### src/rtl/pc_pkg.sv
// Shared types and default vectors for the fetch-PC generator.
package pc_pkg;
    typedef enum logic [1:0] {
        JUMP = 2'd0,
        CALL = 2'd1,
        RET  = 2'd2
    } redirect_kind_t;

    typedef enum logic [1:0] {
        BOOT  = 2'd0,
        RUN   = 2'd1,
        FLUSH = 2'd2
    } pc_state_t;

    localparam int unsigned DEF_XLEN       = 32;
    localparam logic [31:0] DEF_RESET_VEC  = 32'h0000_0000;
    localparam logic [31:0] DEF_TRAP_VEC   = 32'h0000_0100;
    localparam int unsigned DEF_INC        = 4;
    localparam int unsigned DEF_ALIGN_BITS = 2;
    localparam int unsigned DEF_RAS_DEPTH  = 4;
endpackage

### src/rtl/pc_gen_if.sv
// Fetch-side bundle: stall/redirect/trap in, fetch request and status pulses out.
interface pc_gen_if #(parameter int unsigned XLEN = 32);
    logic            stall_i;
    logic            imem_ready_i;
    logic            imem_req_o;
    logic [XLEN-1:0] pc_o;
    logic            redirect_valid_i;
    logic [1:0]      redirect_kind_i;
    logic [XLEN-1:0] redirect_addr_i;
    logic [XLEN-1:0] redirect_link_i;
    logic            trap_i;
    logic            misalign_o;
    logic [XLEN-1:0] badaddr_o;
    logic            ras_miss_o;

    modport master (
        input  stall_i, imem_ready_i, redirect_valid_i, redirect_kind_i,
               redirect_addr_i, redirect_link_i, trap_i,
        output imem_req_o, pc_o, misalign_o, badaddr_o, ras_miss_o
    );

    modport slave (
        output stall_i, imem_ready_i, redirect_valid_i, redirect_kind_i,
               redirect_addr_i, redirect_link_i, trap_i,
        input  imem_req_o, pc_o, misalign_o, badaddr_o, ras_miss_o
    );
endinterface

### src/rtl/return_addr_stack.sv
// Circular return-address LIFO; a push when full silently overwrites the oldest entry.
// Top/empty are combinational from state; push and pop are never requested together.
module return_addr_stack #(
    parameter int unsigned XLEN      = 32,
    parameter int unsigned RAS_DEPTH = 4
) (
    input  logic            clk,
    input  logic            rst_n,
    input  logic            push,
    input  logic            pop,
    input  logic [XLEN-1:0] data,
    output logic [XLEN-1:0] top,
    output logic            empty
);
    localparam int unsigned PW = $clog2(RAS_DEPTH);

    logic [XLEN-1:0] mem [RAS_DEPTH];
    logic [PW-1:0]   ptr;
    logic [PW:0]     count;

    always_ff @(posedge clk or negedge rst_n) begin
        if (!rst_n) begin
            ptr   <= '0;
            count <= '0;
        end else if (push) begin
            ptr <= ptr + PW'(1);
            if (count != (PW+1)'(RAS_DEPTH)) begin
                count <= count + (PW+1)'(1);
            end
        end else if (pop && !empty) begin
            ptr   <= ptr - PW'(1);
            count <= count - (PW+1)'(1);
        end
    end

    // Entry storage needs no reset: top is only consumed when count is non-zero.
    always_ff @(posedge clk) begin
        if (push) begin
            mem[ptr] <= data;
        end
    end

    assign top   = mem[ptr - PW'(1)];
    assign empty = (count == '0);
endmodule

### src/rtl/pc_gen.sv
// Fetch PC generator: reset vector, stall, jump/call/return redirects, traps, misalign trapping.
// Redirect/trap take effect on pc_o one cycle later; req depends only on state and stall.
module pc_gen
    import pc_pkg::*;
#(
    parameter int unsigned     XLEN       = DEF_XLEN,
    parameter logic [XLEN-1:0] RESET_VEC  = XLEN'(DEF_RESET_VEC),
    parameter logic [XLEN-1:0] TRAP_VEC   = XLEN'(DEF_TRAP_VEC),
    parameter int unsigned     INC        = DEF_INC,
    parameter int unsigned     ALIGN_BITS = DEF_ALIGN_BITS,
    parameter int unsigned     RAS_DEPTH  = DEF_RAS_DEPTH
) (
    input  logic     clk,
    input  logic     rst_n,
    pc_gen_if.master bus
);
    localparam logic [XLEN-1:0] ALIGN_MASK = XLEN'((64'd1 << ALIGN_BITS) - 64'd1);

    pc_state_t       state, state_nxt;
    logic [XLEN-1:0] pc_q, pc_nxt, badaddr_q, ras_top, target;
    logic            misalign_q, ras_miss_q, ras_empty, ras_push, ras_pop;
    logic            is_call, is_ret, trap_take, redir_take, misaligned, req;

    assign is_call    = (bus.redirect_kind_i == CALL);
    assign is_ret     = (bus.redirect_kind_i == RET);
    // RET resolves to the stack top when one exists, else to the supplied fallback.
    assign target     = (is_ret && !ras_empty) ? ras_top : bus.redirect_addr_i;
    assign trap_take  = bus.trap_i && (state != BOOT);
    assign redir_take = bus.redirect_valid_i && (state == RUN) && !bus.trap_i;
    assign misaligned = redir_take && ((target & ALIGN_MASK) != '0);
    assign ras_push   = redir_take && !misaligned && is_call;
    assign ras_pop    = redir_take && !misaligned && is_ret && !ras_empty;

    always_ff @(posedge clk or negedge rst_n) begin
        if (!rst_n) begin
            state <= BOOT;
        end else begin
            state <= state_nxt;
        end
    end

    always_comb begin
        state_nxt = state;
        unique case (state)
            BOOT:    state_nxt = RUN;
            RUN:     if (trap_take || misaligned) state_nxt = FLUSH;
            FLUSH:   if (!trap_take) state_nxt = RUN;
            default: state_nxt = BOOT;
        endcase
    end

    always_comb begin
        req = (state == RUN) && !bus.stall_i;
    end

    always_comb begin
        pc_nxt = pc_q;
        if (trap_take || misaligned) begin
            pc_nxt = TRAP_VEC;
        end else if (redir_take) begin
            pc_nxt = target;
        end else if (req && bus.imem_ready_i) begin
            pc_nxt = pc_q + XLEN'(INC);
        end
    end

    always_ff @(posedge clk or negedge rst_n) begin
        if (!rst_n) begin
            pc_q       <= RESET_VEC;
            misalign_q <= 1'b0;
            badaddr_q  <= '0;
            ras_miss_q <= 1'b0;
        end else begin
            pc_q       <= pc_nxt;
            misalign_q <= misaligned;
            ras_miss_q <= redir_take && !misaligned && is_ret && ras_empty;
            if (misaligned) begin
                badaddr_q <= target;
            end
        end
    end

    return_addr_stack #(
        .XLEN      (XLEN),
        .RAS_DEPTH (RAS_DEPTH)
    ) u_ras (
        .clk   (clk),
        .rst_n (rst_n),
        .push  (ras_push),
        .pop   (ras_pop),
        .data  (bus.redirect_link_i),
        .top   (ras_top),
        .empty (ras_empty)
    );

    assign bus.imem_req_o = req;
    assign bus.pc_o       = pc_q;
    assign bus.misalign_o = misalign_q;
    assign bus.badaddr_o  = badaddr_q;
    assign bus.ras_miss_o = ras_miss_q;
endmodule

### src/flat_wrapper.sv
// flat-port wrapper written by rule: the top's interface ports become plain ports
module pc_gen_flat import pc_pkg::*;
#(
    parameter int unsigned     XLEN       = DEF_XLEN,
    parameter logic [XLEN-1:0] RESET_VEC  = XLEN'(DEF_RESET_VEC),
    parameter logic [XLEN-1:0] TRAP_VEC   = XLEN'(DEF_TRAP_VEC),
    parameter int unsigned     INC        = DEF_INC,
    parameter int unsigned     ALIGN_BITS = DEF_ALIGN_BITS,
    parameter int unsigned     RAS_DEPTH  = DEF_RAS_DEPTH
)
  (clk, rst_n, bus_stall_i, bus_imem_ready_i, bus_redirect_valid_i, bus_redirect_kind_i, bus_redirect_addr_i, bus_redirect_link_i, bus_trap_i, bus_imem_req_o, bus_pc_o, bus_misalign_o, bus_badaddr_o, bus_ras_miss_o);
  pc_gen_if #(.XLEN(XLEN)) bus_i ();
  input  logic clk;
  input  logic rst_n;
  input wire logic [$bits(bus_i.stall_i)-1:0] bus_stall_i;
  input wire logic [$bits(bus_i.imem_ready_i)-1:0] bus_imem_ready_i;
  input wire logic [$bits(bus_i.redirect_valid_i)-1:0] bus_redirect_valid_i;
  input wire logic [$bits(bus_i.redirect_kind_i)-1:0] bus_redirect_kind_i;
  input wire logic [$bits(bus_i.redirect_addr_i)-1:0] bus_redirect_addr_i;
  input wire logic [$bits(bus_i.redirect_link_i)-1:0] bus_redirect_link_i;
  input wire logic [$bits(bus_i.trap_i)-1:0] bus_trap_i;
  output wire logic [$bits(bus_i.imem_req_o)-1:0] bus_imem_req_o;
  output wire logic [$bits(bus_i.pc_o)-1:0] bus_pc_o;
  output wire logic [$bits(bus_i.misalign_o)-1:0] bus_misalign_o;
  output wire logic [$bits(bus_i.badaddr_o)-1:0] bus_badaddr_o;
  output wire logic [$bits(bus_i.ras_miss_o)-1:0] bus_ras_miss_o;
  assign bus_i.stall_i = bus_stall_i;
  assign bus_i.imem_ready_i = bus_imem_ready_i;
  assign bus_i.redirect_valid_i = bus_redirect_valid_i;
  assign bus_i.redirect_kind_i = bus_redirect_kind_i;
  assign bus_i.redirect_addr_i = bus_redirect_addr_i;
  assign bus_i.redirect_link_i = bus_redirect_link_i;
  assign bus_i.trap_i = bus_trap_i;
  assign bus_imem_req_o = bus_i.imem_req_o;
  assign bus_pc_o = bus_i.pc_o;
  assign bus_misalign_o = bus_i.misalign_o;
  assign bus_badaddr_o = bus_i.badaddr_o;
  assign bus_ras_miss_o = bus_i.ras_miss_o;
  pc_gen #(.XLEN(XLEN), .RESET_VEC(RESET_VEC), .TRAP_VEC(TRAP_VEC), .INC(INC), .ALIGN_BITS(ALIGN_BITS), .RAS_DEPTH(RAS_DEPTH)) u_core (.clk(clk), .rst_n(rst_n), .bus(bus_i));
endmodule
### config.mk
export PLATFORM = sky130hd
export DESIGN_NAME = pc_gen_flat
export DESIGN_NICKNAME = d
export VERILOG_FILES = /design/src/rtl/pc_pkg.sv /design/src/rtl/pc_gen_if.sv /design/src/rtl/return_addr_stack.sv /design/src/rtl/pc_gen.sv /design/src/flat_wrapper.sv
export SDC_FILE = /design/constraint.sdc
export NUM_CORES = 1
export LEC_CHECK = 0
export CORE_MARGIN = 2
export CORE_UTILIZATION = 45
export DETAILED_ROUTE_END_ITERATION = 8
export HOLD_SLACK_MARGIN = 0.02
export PLACE_DENSITY = 0.77
export RECOVER_POWER = 25
export SLEW_MARGIN = 20
export SYNTH_ARGS = -nofsm -noshare
export SYNTH_HDL_FRONTEND = slang
export SYNTH_SLANG_ARGS = --single-unit
### constraint.sdc
create_clock -name clk -period 3.3 [get_ports clk]
set_input_delay 0.825 -clock clk [delete_from_list [all_inputs] [get_ports clk]]
set_output_delay 0.825 -clock clk [all_outputs]
set_load 0.01 [all_outputs]
## Word-level counts from Yosys, hierarchy flattened

Memory sizes are Yosys's and may differ from the RTL's.
Cells that the tools add are included.

| cells by class | value |
|---|---|
| add/subtract/negate cells | 5 |
| multipliers | 0 |
| div/mod/pow operators | 0 |
| magnitude comparators | 0 |
| equality and inequality tests | 8 |
| shift operators | 0 |
| mux-type cells | 14 |
| bitwise operators | 0 |
| reduce and logical (&&, ||, !) cells | 26 |

Operators by type and width:

| operator | number |
|---|---|
| $mux W32 | 4 |
| $add A32 B3 Y32 const B | 1 |
| $reduce_bool A32 Y1 | 1 |
| $logic_and A1 B1 Y1 | 13 |
| $mux W3 | 3 |
| $mux W2 | 4 |
| $pmux W2 S3 | 1 |
| $eq A2 B1 Y1 const B | 2 |
| $eq A2 B2 Y1 const B | 2 |
| $logic_not A1 Y1 | 4 |
| $ne A2 B2 Y1 const B | 2 |
| $reduce_and A2 Y1 | 2 |
| $reduce_bool A2 Y1 | 2 |
| $add A3 B1 Y3 const B | 1 |
| $logic_not A3 Y1 | 1 |
| $ne A3 B3 Y1 const B | 1 |
| $reduce_bool A3 Y1 | 1 |
| $sub A3 B1 Y3 const B | 1 |
| $add A2 B1 Y2 const B | 1 |
| $logic_not A2 Y1 | 1 |
| $mux W1 | 2 |
| $ne A2 B1 Y1 const B | 1 |
| $sub A2 B1 Y2 const B | 1 |
| $logic_or A1 B1 Y1 | 1 |

| storage, ports and cells | value |
|---|---|
| flip-flop bits (word level) | 73 |
| latch bits | 0 |
| RAM bits | 128 |
| bits in read-only memories | 0 |
| bits of input ports | 72 |
| output and inout bits | 67 |
| logic and storage cells | 61 |
| memories | 1 |

Memory list:

| name | words | width | rd ports | clocked after memory_dff | wr ports | RTL line | text |
|---|---|---|---|---|---|---|---|
| u_core.u_ras.mem | 4 | 32 | 1 | 0 | 1 | return_addr_stack.sv:17 | `logic [XLEN-1:0] mem [RAS_DEPTH];` |

## Logic depth before layout (Yosys ltp)

| depth | value |
|---|---|
| word-level depth | 13 |
| depth in mapped cells | 12 |
| gate-level depth less buffers | 8 |

## Modules after synthesis

A second synthesis with hierarchy kept.

| unflattened totals | value |
|---|---|
| cells, all modules | 631 |
| area, all modules | 8836.0 µm² |

Modules (own cells, without submodules):

| module | instances | cells each | area an instance (µm²) | seq. area each (µm²) |
|---|---|---|---|---|
| return_addr_stack | 1 | 211 | 5044.8 | 3968.8 |
| pc_gen | 1 | 420 | 3791.1 | 1701.6 |

## Worst setup path before layout

No wires, ideal clock.

| path | value |
|---|---|
| path type | input to register |
| start | input port bus_redirect_valid_i |
| end | memory u_core.u_ras.mem[0][0], enable pin |
| setup time | 0.392 ns |
| arrival time | 2.829 ns |
| required time | 2.908 ns |
| slack | 0.079 ns |
| stages | 5 |
| path buffers | 3 |
| cells stage by stage | nor4bb_1 clkbuf_1 clkbuf_1 clkbuf_1 and3_1 |

| between the ends | value |
|---|---|
| word-level cells in the longest chain between the ends | 8 |

Ends and longest elaborated chain:

| element | RTL line | text |
|---|---|---|
| start: declaration | flat_wrapper.sv:17 | `input wire logic [$bits(bus_i.redirect_valid_i)-1:0] bus_redirect_valid_i;` |
| $logic_and A1 B1 Y1 (*) (2 in series) | pc_gen.sv:29 | `assign redir_take = bus.redirect_valid_i && (state == RUN) && !bus.trap_i;` |
| $logic_and A1 B1 Y1 | pc_gen.sv:30 | `assign misaligned = redir_take && ((target & ALIGN_MASK) != '0);` |
| $logic_not A1 Y1 | pc_gen.sv:31 | `assign ras_push = redir_take && !misaligned && is_call;` |
| $logic_and A1 B1 Y1 (*) (2 in series) | pc_gen.sv:31 |  |
| $mux W1 (*) | return_addr_stack.sv:38 | `if (push) begin` |
| $mux W1 (implied by the code) (*) | return_addr_stack.sv:39 | `mem[ptr] <= data;` |
| end: declaration | return_addr_stack.sv:17 |  |

Every way passes the cells marked *; elsewhere a longest branch is shown, timed or not.

## Final worst setup path

| path | value |
|---|---|
| start | register u_core.u_ras.ptr[0] |
| end | register u_core.pc_q[10] (netlist: u_core.bus.pc_o[10]) |

| between the ends | value |
|---|---|
| word-level cells in the longest chain between the ends | 7 |
| elaborated cells between the ends (all ways) | 9 |
| classes of those cells | 1 x add/sub; 3 x mux; 4 x reduce/logical; 1 x memory |

Ends and longest elaborated chain:

| element | RTL line | text |
|---|---|---|
| start: declaration | return_addr_stack.sv:18 | `logic [PW-1:0] ptr;` |
| start signal: assignment | return_addr_stack.sv:26 | `ptr <= ptr + PW'(1);` |
| start signal: assignment | return_addr_stack.sv:31 | `ptr <= ptr - PW'(1);` |
| $sub A2 B1 Y2 (*) | return_addr_stack.sv:43 | `assign top = mem[ptr - PW'(1)];` |
| $mem_v2 Z4 W32 (*) | n/a |  |
| $mux W32 (*) | pc_gen.sv:27 | `assign target = (is_ret && !ras_empty) ? ras_top : bus.redirect_addr_i;` |
| $reduce_bool A32 Y1 | pc_gen.sv:30 |  |
| $logic_and A1 B1 Y1 | pc_gen.sv:30 |  |
| $logic_or A1 B1 Y1 | pc_gen.sv:58 | `if (trap_take \|\| misaligned) begin` |
| $reduce_bool A3 Y1 (no line) or $mux W32 (tied branches) | n/a |  |
| end signal: assignment | pc_gen.sv:74 | `pc_q <= pc_nxt;` |
| end: declaration | pc_gen.sv:20 | `logic [XLEN-1:0] pc_q, pc_nxt, badaddr_q, ras_top, target;` |

Marks and branches as above.
A chain may end at the register's enable or synchronous reset.

==> results.sh <==
export IMPL_rsz0062_at_grt="false"
export IMPL_wl_per_cell_um=22.1
export IMPL_cts_setup_buffers=0
export IMPL_clockBufferDepth=3
export IMPL_clock_latency_ns=0.53
export IMPL_start_kind="register"
export IMPL_layout_worst_path_cycle_share=0.903
export IMPL_area_growth_pct=30.4
export IMPL_yosysTopAreaCell="edfxtp_1"
export IMPL_start_util=0.455
export IMPL_num_vias=6225
export IMPL_fin_tns_setup_ns=0
export IMPL_drtPass1Iterations=7
export IMPL_yosysSeqAreaShare=0.646
export IMPL_cp_max_fo=16
export IMPL_path_class="register to register"
export IMPL_numPortBuffers=138
export IMPL_fp_dieH_um=144
export IMPL_syn_instance_count=628
export IMPL_period_minus_slack_ns=2.98
export IMPL_cts_tree="built"
export IMPL_power_density_nw_per_um2=745
export IMPL_fin_util=0.594
export IMPL_hpwl_um=15900
export IMPL_wl_um=23600
export IMPL_synth_top_cells_by_area="edfxtp_1, dfrtp_1, mux4_2, mux2i_1, nor2_1"
export IMPL_setup_viol_count_final=0
export IMPL_worstReg2RegEnd="u_core.bus.pc_o[10]"
export IMPL_synth_cell_types=54
export IMPL_synth_edff_count=128
export IMPL_grt_pass1_vias=6074
export IMPL_cts_clk_slew_worst_paths_ns=0.06
export IMPL_fin_skew_ns=0.0228
export IMPL_tightest_slew_ns=2.14
export IMPL_track_usage=0.230
export IMPL_vdd_drop_max_uv=396
export IMPL_nNetsFinal=864
export IMPL_grt_max_degree=38
export IMPL_yosysMostFrequentCell="edfxtp_1"
export IMPL_drive_above_1_share=0.142
export IMPL_relSlewSlack=-0.424
export IMPL_slew_viol_final=38
export IMPL_syn_area_sq_um=8780
export IMPL_slowest_stage="or2_0"
export IMPL_cp_arrival_ns=3.32
export IMPL_rrSetupSlack_ns=0.32
export IMPL_crit_chain="inv_1 > ha_1 > mux4_2 > nor4_4 > a211oi_4 > or2_0 > o21ai_0"
export IMPL_async_reset_ff_frac=0.363
export IMPL_gp_congestion=0.855
export IMPL_antenna_cells=0
export IMPL_whs_path_depth=1
export IMPL_cp_end_kind="register"
export IMPL_min_delay_start="u_core.bus.badaddr_o[7]"
export IMPL_core_area_sq_um=19300
export IMPL_hold_buffers=0
export IMPL_finalHoldViolCount=0
export IMPL_r2r_start="u_core.u_ras.ptr[0]"
export IMPL_reg2regPathDepth=7
export IMPL_grt_remaining_overflow=0
export IMPL_status="finished with violations"
export IMPL_required_ns=3.64
export IMPL_ant_nets=0
export IMPL_min_to="u_core.bus.badaddr_o[7]"
export IMPL_yosys_top_cells_count="edfxtp_1, dfrtp_1, nor2_1"
export IMPL_grt_first_pass_wirelength_um=35600
export IMPL_cts_buffers=22
export IMPL_maxCapViolCount=1
export IMPL_yosysWarnings=0
export IMPL_cts_htree_levels=1
export IMPL_clock_fmax_mhz=335
export IMPL_drtIter0Drc=726
export IMPL_die_w_um=144
export IMPL_clock_root_buffer="clkbuf_16"
export IMPL_drc=0
export IMPL_yosys_area_top_type_share=0.438
export IMPL_hold_path_class="register to register"
export IMPL_synth_net_count=706
export IMPL_p_leak_nw=4.07
export IMPL_via_per_inst=5.83
export IMPL_dieArea_sq_um=20600
export IMPL_cts_resized=0
export IMPL_io_pins=139
export IMPL_cpPeakStageDelay_ns=0.83
export IMPL_ys_ff_latch=201
export IMPL_failed_checks="capacitance limit, slew limit"
export IMPL_antenna_found_initial=0
export IMPL_synth_ff_type="edfxtp_1"
export IMPL_syn_avg_cell_area_sq_um=14.0
export IMPL_row_count=51
export IMPL_cts_sinks=201
## logic make-up after synthesis
kind of cell    synth area share
flops                      0.646
mux                        0.117
simple gates              0.0935
xor+xnor                 0.00299
compound gates             0.112
buf+inv                   0.0188
fa+ha+maj                0.00855
## through the flow
stage / setup slack, ns / hold WS, ns / cells / total power [W] / cell area (sq um)
final: 0.319 / 0.515 / 1067 / 0.00852 / 11400
after global routing: 0.187 / 0.538 / 1067 / 0.00883 / 11400
after CTS: 0.361 / 0.274 / 1067 / 0.00856 / 11400
after detailed placement: 0.0830 / 0.500 / 1027 / 0.00585 / 10600
after global placement: 0.219 / 0.500 / 1027 / 0.00580 / 10600
after floorplan: 0.0786 / 0.529 / 628 / 0.00469 / 8780
## layout make-up
type	instances	area (sq um)
Multi-Input combinational cell	388	2970
Fill cell	1504	7830
Clock buffer	29	617
Clock inverter	11	195
Sequential cell	201	5670
Inverter	5	18.8
Tap cell	265	332
Timing Repair Buffer	168	1640
## state kept, by name (all words and copies together), names as in the netlist
signal,count
u_core.bus.badaddr_o,32
u_core.bus.misalign_o,1
u_core.u_ras.count,3
u_core.u_ras.ptr,2
u_core.u_ras.mem,128
u_core.bus.ras_miss_o,1
u_core.state,2
u_core.bus.pc_o,32
## worst max path at each step
stage,start,end,slack [ns]
2_1_floorplan,bus_redirect_valid_i,u_core.u_ras.mem[0][0],0.08
5_1_grt,u_core.u_ras.ptr[0],u_core.bus.pc_o[11],0.19
3_5_place_dp,bus_redirect_kind_i[1],u_core.bus.pc_o[10],0.08
6_report,u_core.u_ras.ptr[0],u_core.bus.pc_o[10],0.32
3_3_place_gp,bus_redirect_kind_i[1],u_core.bus.pc_o[14],0.22
4_1_cts,u_core.u_ras.ptr[0],u_core.bus.pc_o[10],0.36
## metal layers
metal	share of wire	wire, um	global-route usage	vias to the layer above
li1	-	-	-	2760
met1	0.40	9460	0.322	3119
met2	0.49	11500	0.374	297
met3	0.078	1840	0.0327	49
met4	0.031	729	0.0759	0
met5	0	0	0	-
## power by group
group | total [W] | switching, W | internal, W | leakage [nW]
logic | 0.00258 | 0.00130 | 0.00128 | 1.61
registers | 0.00324 | 0.000288 | 0.00295 | 2.06
clock network | 0.00269 | 0.00104 | 0.00165 | 0.398
total | 0.00852 | 0.00263 | 0.00589 | 4.07
## cells in the final DEF, fill, tap and decap left out, types with 5 or more instances in the layout
| cell | n |
|---|---|
| edfxtp_1 | 128 |
| a21o_1 | 7 |
| a22o_1 | 15 |
| nand3_1 | 10 |
| buf_4 | 27 |
| o21ai_0 | 38 |
| and3_1 | 9 |
| mux2_2 | 8 |
| o21ai_1 | 9 |
| o21a_1 | 7 |
| nor2_1 | 53 |
| a21oi_1 | 38 |
| nand4_1 | 10 |
| ha_1 | 6 |
| clkdlybuf4s50_1 | 114 |
| nor3_1 | 8 |
| mux2i_1 | 22 |
| inv_1 | 5 |
| nand2_1 | 33 |
| clkbuf_16 | 22 |
| a31oi_1 | 15 |
| dfrtp_1 | 72 |
| dlygate4sd3_1 | 23 |
| mux4_2 | 32 |
## worst max-delay path, delay by kind of cell, from the launching register on
family	cells	cell delay, ns
flip-flops	1	0.49
adder cells (fa/ha/maj)	1	0.47
buffers and inverters	1	0.11
AO/OA/AOI/OAI	2	0.49
multiplexers	1	0.34
AND/OR/NAND/NOR	2	0.90
Power figures use the tool's default switching activity.
